File: config.mk
export PLATFORM = sky130hd
export DESIGN_NAME = ndo_pulse_driver_flat
export DESIGN_NICKNAME = d
export VERILOG_FILES = /design/src/rtl/ndo_pulse_driver_if.sv /design/src/rtl/ndo_pulse_driver.sv /design/src/flat_wrapper.sv
export SDC_FILE = /design/constraint.sdc
export NUM_CORES = 1
export LEC_CHECK = 0
export ABC_AREA = 1
export ABC_CLOCK_PERIOD_IN_PS = 3100
export BUFFER_PORTS_ARGS = -buffer_cell sky130_fd_sc_hd__buf_4
export CAP_MARGIN = 20
export CORE_UTILIZATION = 39
export DETAILED_ROUTE_END_ITERATION = 12
export GPL_TIMING_DRIVEN = 0
export PLACE_DENSITY = 0.52
export SLEW_MARGIN = 20
export SYNTH_ARGS = -nofsm -noshare
export SYNTH_HDL_FRONTEND = slang
export SYNTH_SLANG_ARGS = --single-unit
File: constraint.sdc
create_clock -name clk -period 3.1 [get_ports clk]
set_input_delay 0.62 -clock clk [delete_from_list [all_inputs] [get_ports clk]]
set_output_delay 0.62 -clock clk [all_outputs]
set_load 0.005 [all_outputs]
File: src/rtl/ndo_pulse_driver_if.sv
// Command handshake between a command source and ndo_pulse_driver.
interface ndo_pulse_driver_if;
  logic       cmd_valid;
  logic [1:0] cmd_code;
  logic       cmd_ready;

  modport master (output cmd_valid, output cmd_code, input  cmd_ready);
  modport slave  (input  cmd_valid, input  cmd_code, output cmd_ready);
endinterface

File: src/rtl/ndo_pulse_driver.sv
// Buffers SET/RESET/READ commands and emits them as spaced toggles for the mitll_ndo cell.
// Define NDO_DRV_STATE_AWARE_EN to select spacing from the shadow cell state instead of worst case.
module ndo_pulse_driver #(
  parameter int unsigned DEPTH   = 4,
  parameter int unsigned GAP0_RS = 1,
  parameter int unsigned GAP1_RS = 2,
  parameter int unsigned GAP1_RC = 2,
  parameter int unsigned GAP1_CR = 3,
  parameter int unsigned GAP1_CC = 5
) (
  input  logic                clk,
  input  logic                reset,
  ndo_pulse_driver_if.slave   cmd,
  output logic                set_t,
  output logic                reset_t,
  output logic                clk_t,
  output logic                shadow_state,
  output logic                busy,
  output logic [7:0]          ev_cnt
);

  localparam int unsigned PW = (DEPTH > 1) ? $clog2(DEPTH) : 1;
  localparam int unsigned CW = PW + 1;

  localparam logic [1:0] CMD_SET   = 2'b00;
  localparam logic [1:0] CMD_RESET = 2'b01;
  localparam logic [1:0] CMD_READ  = 2'b10;

  // A gap of G allows the next issue G edges later, so a timer is loaded with G-1.
`ifdef NDO_DRV_STATE_AWARE_EN
  localparam logic [3:0] L0_RS = 4'(GAP0_RS - 1);
  localparam logic [3:0] L1_RS = 4'(GAP1_RS - 1);
`else
  localparam logic [3:0] LW_RS = 4'(((GAP0_RS > GAP1_RS) ? GAP0_RS : GAP1_RS) - 1);
`endif
  localparam logic [3:0] L1_RC = 4'(GAP1_RC - 1);
  localparam logic [3:0] L1_CR = 4'(GAP1_CR - 1);
  localparam logic [3:0] L1_CC = 4'(GAP1_CC - 1);

  logic [1:0]    mem_q [DEPTH];
  logic [1:0]    mem_d [DEPTH];
  logic [PW-1:0] rd_ptr_q, rd_ptr_d, wr_ptr_q, wr_ptr_d;
  logic [CW-1:0] cnt_q, cnt_d;
  logic [3:0]    t_set_q, t_set_d, t_reset_q, t_reset_d, t_clk_q, t_clk_d;
  logic          set_t_q, set_t_d, reset_t_q, reset_t_d, clk_t_q, clk_t_d;
  logic          shadow_q, shadow_d;
  logic [7:0]    ev_cnt_q, ev_cnt_d;

  logic       full, empty, push, pop, head_ok;
  logic [1:0] head;

  function automatic logic [3:0] tmax(input logic [3:0] a, input logic [3:0] b);
    return (a > b) ? a : b;
  endfunction

  always_comb begin
    full     = (cnt_q == CW'(DEPTH));
    empty    = (cnt_q == '0);
    push     = cmd.cmd_valid && cmd.cmd_ready;
    head     = mem_q[rd_ptr_q];
    mem_d    = mem_q;
    rd_ptr_d = rd_ptr_q;
    wr_ptr_d = wr_ptr_q;
    set_t_d   = set_t_q;
    reset_t_d = reset_t_q;
    clk_t_d   = clk_t_q;
    shadow_d  = shadow_q;
    ev_cnt_d  = ev_cnt_q;
    t_set_d   = (t_set_q   != '0) ? t_set_q   - 4'd1 : '0;
    t_reset_d = (t_reset_q != '0) ? t_reset_q - 4'd1 : '0;
    t_clk_d   = (t_clk_q   != '0) ? t_clk_q   - 4'd1 : '0;

    case (head)
      CMD_SET:   head_ok = (t_set_q   == '0);
      CMD_RESET: head_ok = (t_reset_q == '0);
      CMD_READ:  head_ok = (t_clk_q   == '0);
      default:   head_ok = 1'b1;
    endcase
    pop = !empty && head_ok;

    // Loads merge with the already-decremented value so a pending block is never shortened.
    if (pop) begin
      rd_ptr_d = rd_ptr_q + PW'(1);
      if (head != 2'b11) ev_cnt_d = ev_cnt_q + 8'd1;
      case (head)
        CMD_SET: begin
          set_t_d  = !set_t_q;
          shadow_d = 1'b1;
`ifndef NDO_DRV_STATE_AWARE_EN
          t_set_d  = tmax(t_set_d, LW_RS);
          t_clk_d  = tmax(t_clk_d, L1_RC);
`endif
        end
        CMD_RESET: begin
          reset_t_d = !reset_t_q;
          shadow_d  = 1'b0;
`ifdef NDO_DRV_STATE_AWARE_EN
          if (shadow_q) begin
            t_set_d = tmax(t_set_d, L1_RS);
            t_clk_d = tmax(t_clk_d, L1_RC);
          end else begin
            t_set_d = tmax(t_set_d, L0_RS);
          end
`else
          t_set_d = tmax(t_set_d, LW_RS);
          t_clk_d = tmax(t_clk_d, L1_RC);
`endif
        end
        CMD_READ: begin
          clk_t_d = !clk_t_q;
`ifdef NDO_DRV_STATE_AWARE_EN
          if (shadow_q) begin
            t_reset_d = tmax(t_reset_d, L1_CR);
            t_clk_d   = tmax(t_clk_d, L1_CC);
          end
`else
          t_reset_d = tmax(t_reset_d, L1_CR);
          t_clk_d   = tmax(t_clk_d, L1_CC);
`endif
        end
        default: ;
      endcase
    end

    if (push) begin
      mem_d[wr_ptr_q] = cmd.cmd_code;
      wr_ptr_d        = wr_ptr_q + PW'(1);
    end
    cnt_d = cnt_q + CW'(push) - CW'(pop);
  end

  always_ff @(posedge clk) begin
    if (!reset) begin
      rd_ptr_q  <= '0;
      wr_ptr_q  <= '0;
      cnt_q     <= '0;
      t_set_q   <= '0;
      t_reset_q <= '0;
      t_clk_q   <= '0;
      set_t_q   <= 1'b0;
      reset_t_q <= 1'b0;
      clk_t_q   <= 1'b0;
      shadow_q  <= 1'b0;
      ev_cnt_q  <= '0;
    end else begin
      rd_ptr_q  <= rd_ptr_d;
      wr_ptr_q  <= wr_ptr_d;
      cnt_q     <= cnt_d;
      t_set_q   <= t_set_d;
      t_reset_q <= t_reset_d;
      t_clk_q   <= t_clk_d;
      set_t_q   <= set_t_d;
      reset_t_q <= reset_t_d;
      clk_t_q   <= clk_t_d;
      shadow_q  <= shadow_d;
      ev_cnt_q  <= ev_cnt_d;
    end
    mem_q <= mem_d;
  end

  assign cmd.cmd_ready = reset && !full;
  assign set_t         = set_t_q;
  assign reset_t       = reset_t_q;
  assign clk_t         = clk_t_q;
  assign shadow_state  = shadow_q;
  assign ev_cnt        = ev_cnt_q;
  assign busy          = !empty || (t_set_q != '0) || (t_reset_q != '0) || (t_clk_q != '0);

endmodule

File: src/flat_wrapper.sv
// flat-port wrapper written by rule: the top's interface ports become plain ports
module ndo_pulse_driver_flat 
#(
  parameter int unsigned DEPTH   = 4,
  parameter int unsigned GAP0_RS = 1,
  parameter int unsigned GAP1_RS = 2,
  parameter int unsigned GAP1_RC = 2,
  parameter int unsigned GAP1_CR = 3,
  parameter int unsigned GAP1_CC = 5
)
  (clk, reset, set_t, reset_t, clk_t, shadow_state, busy, ev_cnt, cmd_cmd_valid, cmd_cmd_code, cmd_cmd_ready);
  ndo_pulse_driver_if cmd_i ();
  input  logic clk;
  input  logic reset;
  output logic set_t;
  output logic reset_t;
  output logic clk_t;
  output logic shadow_state;
  output logic busy;
  output logic [7:0] ev_cnt;
  input wire logic [$bits(cmd_i.cmd_valid)-1:0] cmd_cmd_valid;
  input wire logic [$bits(cmd_i.cmd_code)-1:0] cmd_cmd_code;
  output wire logic [$bits(cmd_i.cmd_ready)-1:0] cmd_cmd_ready;
  assign cmd_i.cmd_valid = cmd_cmd_valid;
  assign cmd_i.cmd_code = cmd_cmd_code;
  assign cmd_cmd_ready = cmd_i.cmd_ready;
  ndo_pulse_driver #(.DEPTH(DEPTH), .GAP0_RS(GAP0_RS), .GAP1_RS(GAP1_RS), .GAP1_RC(GAP1_RC), .GAP1_CR(GAP1_CR), .GAP1_CC(GAP1_CC)) u_core (.clk(clk), .reset(reset), .cmd(cmd_i), .set_t(set_t), .reset_t(reset_t), .clk_t(clk_t), .shadow_state(shadow_state), .busy(busy), .ev_cnt(ev_cnt));
endmodule
==> reports/metrics.csv, run 1 <==
metric,value,unit
worst vdd ir,0.000505,V
post-synthesis register bit count,39,
worst path required time,3.27,ns
Final Hold Fails,0,
mux cell area share after synthesis,0,%
CTS Hold Bufs,0,
post-route insts no fill,373,
Setup WS post-layout,0.386,ns
RSZ-0062 raised after global routing,false,
first-pass GRT wire length,7310,um
largest net degree at the start of global routing,12,
initial DRC count,63,
postcts setup bufs,0,
clock latency on the worst-skew pair,0.29,ns
Mean Syn Cell Area,7.80,um^2
Max-Cap Viols,0,
port bufs,18,
Post-Synth Simple-Gate Area,28.7,%
CTS buffer count,5,
worst-path maximum fanout,7,
# resized after CTS,0,
total core area,5240,um^2
drt pass-1 iters,4,
Clock Path Buffers,2,
Post-Syn Area,2170,um^2
Antenna Cells,0,
maximum clock rate,368,MHz
top-area cell type share of the netlist area,28.6,%
Crit path top cell by count,inv_1,
"commonest non-fill, non-tap cell in the layout",inv_1,
part of the Yosys area used for sequential elements,39.7,%
Crit. End Element,flop,
pre-CTS setup slack,0.395,ns
Post-Syn Instances,278,
initial antenna violation count,0,
Final min period,2.71,ns
Critical Path AT,2.89,ns
total power,2.38,mW
Crit Path Class,reg -> reg,
final-report setup violation count,0,
RD Place Congestion,0.725,
CP cell instances,"inv_1, ha_1, nand3_1, inv_1, nand2_2, nand3_4, nor2b_4, buf_6, ha_1, inv_1, ha_1, inv_1, fa_1, xor2_1, o21ai_0, a21oi_1",
Max stage delay on crit path,0.37,ns
max_slew headroom,62.1,%
Synth Net Count,297,
initial core utilization,41.4,%
Clock Sinks,39,
DRT antenna net count,0,
Detailed Place HPWL,3020,um
CP max stage cell,fa_1,
Clk Tree Root Cell,clkbuf_8,
"Reg clk slew, reported paths",0.07,ns
largest family of logic cells by synthesized area,simple AND/OR/NAND/NOR gates,
HP Class,reg -> reg,
Setup TNS,0,ns
type of origin of the critical path,flop,
final setup skew,0.00619,ns
DRC viols,0,
vias in the first global route,1615,
vias,1730,
Avg Vias per Cell,4.64,
Total Nets Final,322,
gr usage total,15.7,%
post-synth cell types,31,
Least-Margin Pin Slew,0.569,ns
Power Dens Cells,965,nW/um^2
die area,5860,um^2
Synth Area in Compound Gates,7.73,%
"commonest non-fill, non-tap cells in the layout","inv_1 (50), nand2_1 (49), dfxtp_1 (31)",
Yosys top cell by area,dfxtp_1,
Synth Warn #,0,
htree depth,2,
area added between synthesis and finish,13.8,%
routed wire length,4080,um
largest cells by area after synthesis,"dfxtp_1 (29%), edfxtp_1 (11%), inv_1 (8.7%), nand2_1 (8.5%), ha_1 (7.5%)",
Avg WL per Cell,10.9,um
Die H,76.6,um
Post-Synth Adder-Cell Area,8.42,%
I/O pin count,19,
post-synthesis xor/xnor area fraction,3.64,%
Placed Instances,366,
P_leak,1.13,nW
CTS tree,done,
num rows,26,
"Remaining Overflow, GRT",0,
crit share post-route,87.6,%
status,"finished, final reports clean",
Horiz. Die Dim,76.6,um
"Slew Viols, Final",0,
layout cell share with drive strength beyond 1,16.2,%
final non-filler cell area,2470,um^2
DP Area,2390,um^2
## layout make-up
cell class,instances,area [um^2]
Clock buffer,7,76.3
Sequential cell,39,861
Fill cell,551,2770
Tap cell,70,87.6
Inverter,54,208
Multi-Input combinational cell,178,1050
Timing Repair Buffer,18,135
Buffer,7,48.8
## sequential cells by signal (all words and copies together) (netlist names)
register,count
u_core.cnt_q,3
u_core.t_set_q,4
u_core.ev_cnt,8
u_core.shadow_state,1
u_core.t_reset_q,4
u_core.mem_q,8
u_core.t_clk_q,4
u_core.reset_t,1
u_core.rd_ptr_q,2
u_core.wr_ptr_q,2
u_core.clk_t,1
u_core.set_t,1
## Yosys cell counts, drive strengths merged
| library cell | instances |
|---|---|
| o21ai | 9 |
| buf | 4 |
| edfxtp | 8 |
| nor3 | 4 |
| nand4 | 13 |
| or2 | 1 |
| nor2 | 29 |
| nand2 | 55 |
| dfxtp | 31 |
| o211ai | 1 |
| xor2 | 8 |
| a31o | 1 |
| nor2b | 1 |
| a21oi | 19 |
| inv | 54 |
| clkbuf | 3 |
| nand3b | 1 |
| ha | 13 |
| nand3 | 20 |
| xnor2 | 1 |
| fa | 1 |
| o21bai | 1 |
## worst max-delay path, delay by kind of cell, from the launching register on
kind                     cells  cell delay, ns
adder cells (fa/ha/maj)      4            0.99
AND/OR/NAND/NOR              4            0.49
buffers and inverters        5            0.44
flip-flops                   1            0.33
AO/OA/AOI/OAI                2            0.20
XOR/XNOR                     1            0.16
## metrics by stage
step	utilization [%]	hold WS [ns]
2_1_floorplan	-	0.428
3_3_place_gp	45.7	0.441
3_5_place_dp	45.7	0.444
4_1_cts	47.1	0.456
5_1_grt	47.1	0.497
6_report	47.1	0.454
## final timing paths
| path | depth (start not counted) | slack (ns) | to | start |
|---|---|---|---|---|
| setup reg to reg | 16 | 0.39 | u_core.cnt_q[2] | u_core.t_set_q[0] |
| hold reg to reg | 2 | 0.45 | u_core.t_reset_q[3] | u_core.t_reset_q[3] |
| setup / recovery | 16 | 0.39 | u_core.cnt_q[2] | u_core.t_set_q[0] |
| hold / removal | 2 | 0.45 | u_core.t_reset_q[3] | u_core.t_reset_q[3] |
## power by group
group | leakage [nW] | switching [mW] | internal (mW)
registers | 0.327 | 0.0833 | 0.640
logic | 0.769 | 0.824 | 0.516
clock network | 0.0383 | 0.163 | 0.155
## metal layers
metal  part of all wire, %  up-vias  GRT usage [%]  wire, um
li1                      -      933              -         -
met1                    54      769           20.8      2200
met2                    42       21           24.9      1730
met3                   2.4        7           3.59        96
met4                   1.3        0           5.77        54
met5                     0        -              0         0
## cell families after synthesis
logic type                 after synthesis
adders and majority gates               14
AOI/OAI and AO/OA                       31
buffers and inverters                   61
DFF                                     39
xor gates and xnor gates                 9
and+or+nand+nor                        124
No activity file was read; power rests on OpenSTA's default activity.
==> run 2: changes to the inputs <==
--- a/config.mk
+++ b/config.mk
@@ -11,8 +11,10 @@
 export CAP_MARGIN = 20
 export CORE_UTILIZATION = 39
 export DETAILED_ROUTE_END_ITERATION = 12
+export GPL_ROUTABILITY_DRIVEN = 0
 export GPL_TIMING_DRIVEN = 0
 export PLACE_DENSITY = 0.52
+export RECOVER_POWER = 50
 export SLEW_MARGIN = 20
 export SYNTH_ARGS = -nofsm -noshare
 export SYNTH_HDL_FRONTEND = slang
==> reports/metrics.csv, run 2 (same netlist as run 1, synthesis figures left out) <==
metric,value,unit
port bufs,18,
"commonest non-fill, non-tap cells in the layout","inv_1 (50), nand2_1 (49), dfxtp_1 (31)",
"Remaining Overflow, GRT",0,
final core occ,47.0,%
Avg Vias per Cell,4.64,
area added between synthesis and finish,13.4,%
worst path required time,3.27,ns
DRT antenna net count,0,
Max-Cap Viols,0,
vias in the first global route,1615,
total power,2.38,mW
drt pass-1 iters,5,
Die H,76.6,um
P_leak,1.12,nW
Horiz. Die Dim,76.6,um
"Reg clk slew, reported paths",0.07,ns
Antenna Cells,0,
Detailed Place HPWL,3020,um
Clock Path Buffers,2,
Total Nets Final,322,
CTS Hold Bufs,0,
die area,5860,um^2
HP Class,reg -> reg,
vias,1731,
Power Dens Cells,967,nW/um^2
DP Area,2390,um^2
gr usage total,15.7,%
type of origin of the critical path,flop,
# resized after CTS,0,
htree depth,2,
"Slew Viols, Final",0,
num rows,26,
worst-path maximum fanout,7,
Avg WL per Cell,10.9,um
RSZ-0062 raised after global routing,false,
Setup TNS,0,ns
crit share post-route,87.6,%
total core area,5240,um^2
worst vdd ir,0.000502,V
first-pass GRT wire length,7310,um
Clock Sinks,39,
Crit Path Class,reg -> reg,
maximum clock rate,368,MHz
Critical Path AT,2.89,ns
largest net degree at the start of global routing,12,
Fillers,553,
final setup skew,0.00710,ns
"commonest non-fill, non-tap cell in the layout",inv_1,
routed wire length,4060,um
DRC viols,0,
final-report setup violation count,0,
initial core utilization,41.4,%
storage element area,861,um^2
CTS tree,done,
final non-filler cell area,2460,um^2
post-route insts no fill,373,
Final min period,2.72,ns
Final Hold Fails,0,
initial antenna violation count,0,
Least-Margin Pin Slew,0.560,ns
Clk Tree Root Cell,clkbuf_8,
I/O pin count,19,
Placed Instances,366,
clock latency on the worst-skew pair,0.28,ns
postcts setup bufs,0,
multi-input logic area,1050,um^2
CTS buffer count,5,
status,"finished, final reports clean",
Crit. End Element,flop,
initial DRC count,63,
max_slew headroom,62.7,%
layout cell share with drive strength beyond 1,15.5,%
==> run 2: path summary, 6_finish.rpt <==
check / startpoint / cells past startpoint / end / slack, ns
worst max-delay path: u_core.t_set_q[0] / 16 / u_core.cnt_q[2] / 0.38
worst min-delay path: u_core.t_reset_q[3] / 2 / u_core.t_reset_q[3] / 0.45
worst max register to register: u_core.t_set_q[0] / 16 / u_core.cnt_q[2] / 0.38
worst min register to register: u_core.t_reset_q[3] / 2 / u_core.t_reset_q[3] / 0.45
==> run 2: layer usage <==
layer / track usage, % / share of wire, %
met5: 0 / 0
met4: 5.77 / 0.94
met3: 3.59 / 2.3
met2: 24.9 / 42
met1: 20.8 / 54
==> run 2: area by class of cell <==
type	count	share of cell area (%)
clock buffer	7	3.10
multi-input combinational	178	42.7
sequential	39	35.0
inverter	54	8.44
tap	70	3.56
timing repair buffer	18	5.19
buffer	7	1.98
==> run 2: through the flow <==
| step | worst slack [ns] | hold WS [ns] |
|---|---|---|
| after global placement | 0.419 | 0.441 |
| after floorplan | 0.599 | 0.428 |
| final | 0.385 | 0.455 |
| after global routing | 0.194 | 0.495 |
| after CTS | 0.379 | 0.456 |
| after detailed placement | 0.395 | 0.444 |
==> run 2: report_power, final <==
part	switching [mW]	leakage (nW)	internal [mW]	total (mW)
clock	0.163	0.0383	0.155	0.318
sequential	0.0821	0.327	0.640	0.722
combinational	0.827	0.755	0.513	1.34
total	1.07	1.12	1.31	2.38
==> run 2: worst max-delay path, stage by stage (launching register included) <==
cell and delay [ns]:
dfxtp_1 0.33, inv_1 0.09, ha_1 0.22, nand3_1 0.13, inv_1 0.11, nand2_2 0.10
nand3_4 0.11, nor2b_4 0.15, buf_6 0.13, ha_1 0.27, inv_1 0.06, ha_1 0.13
inv_1 0.05, fa_1 0.37, xor2_1 0.16, o21ai_0 0.15, a21oi_1 0.05
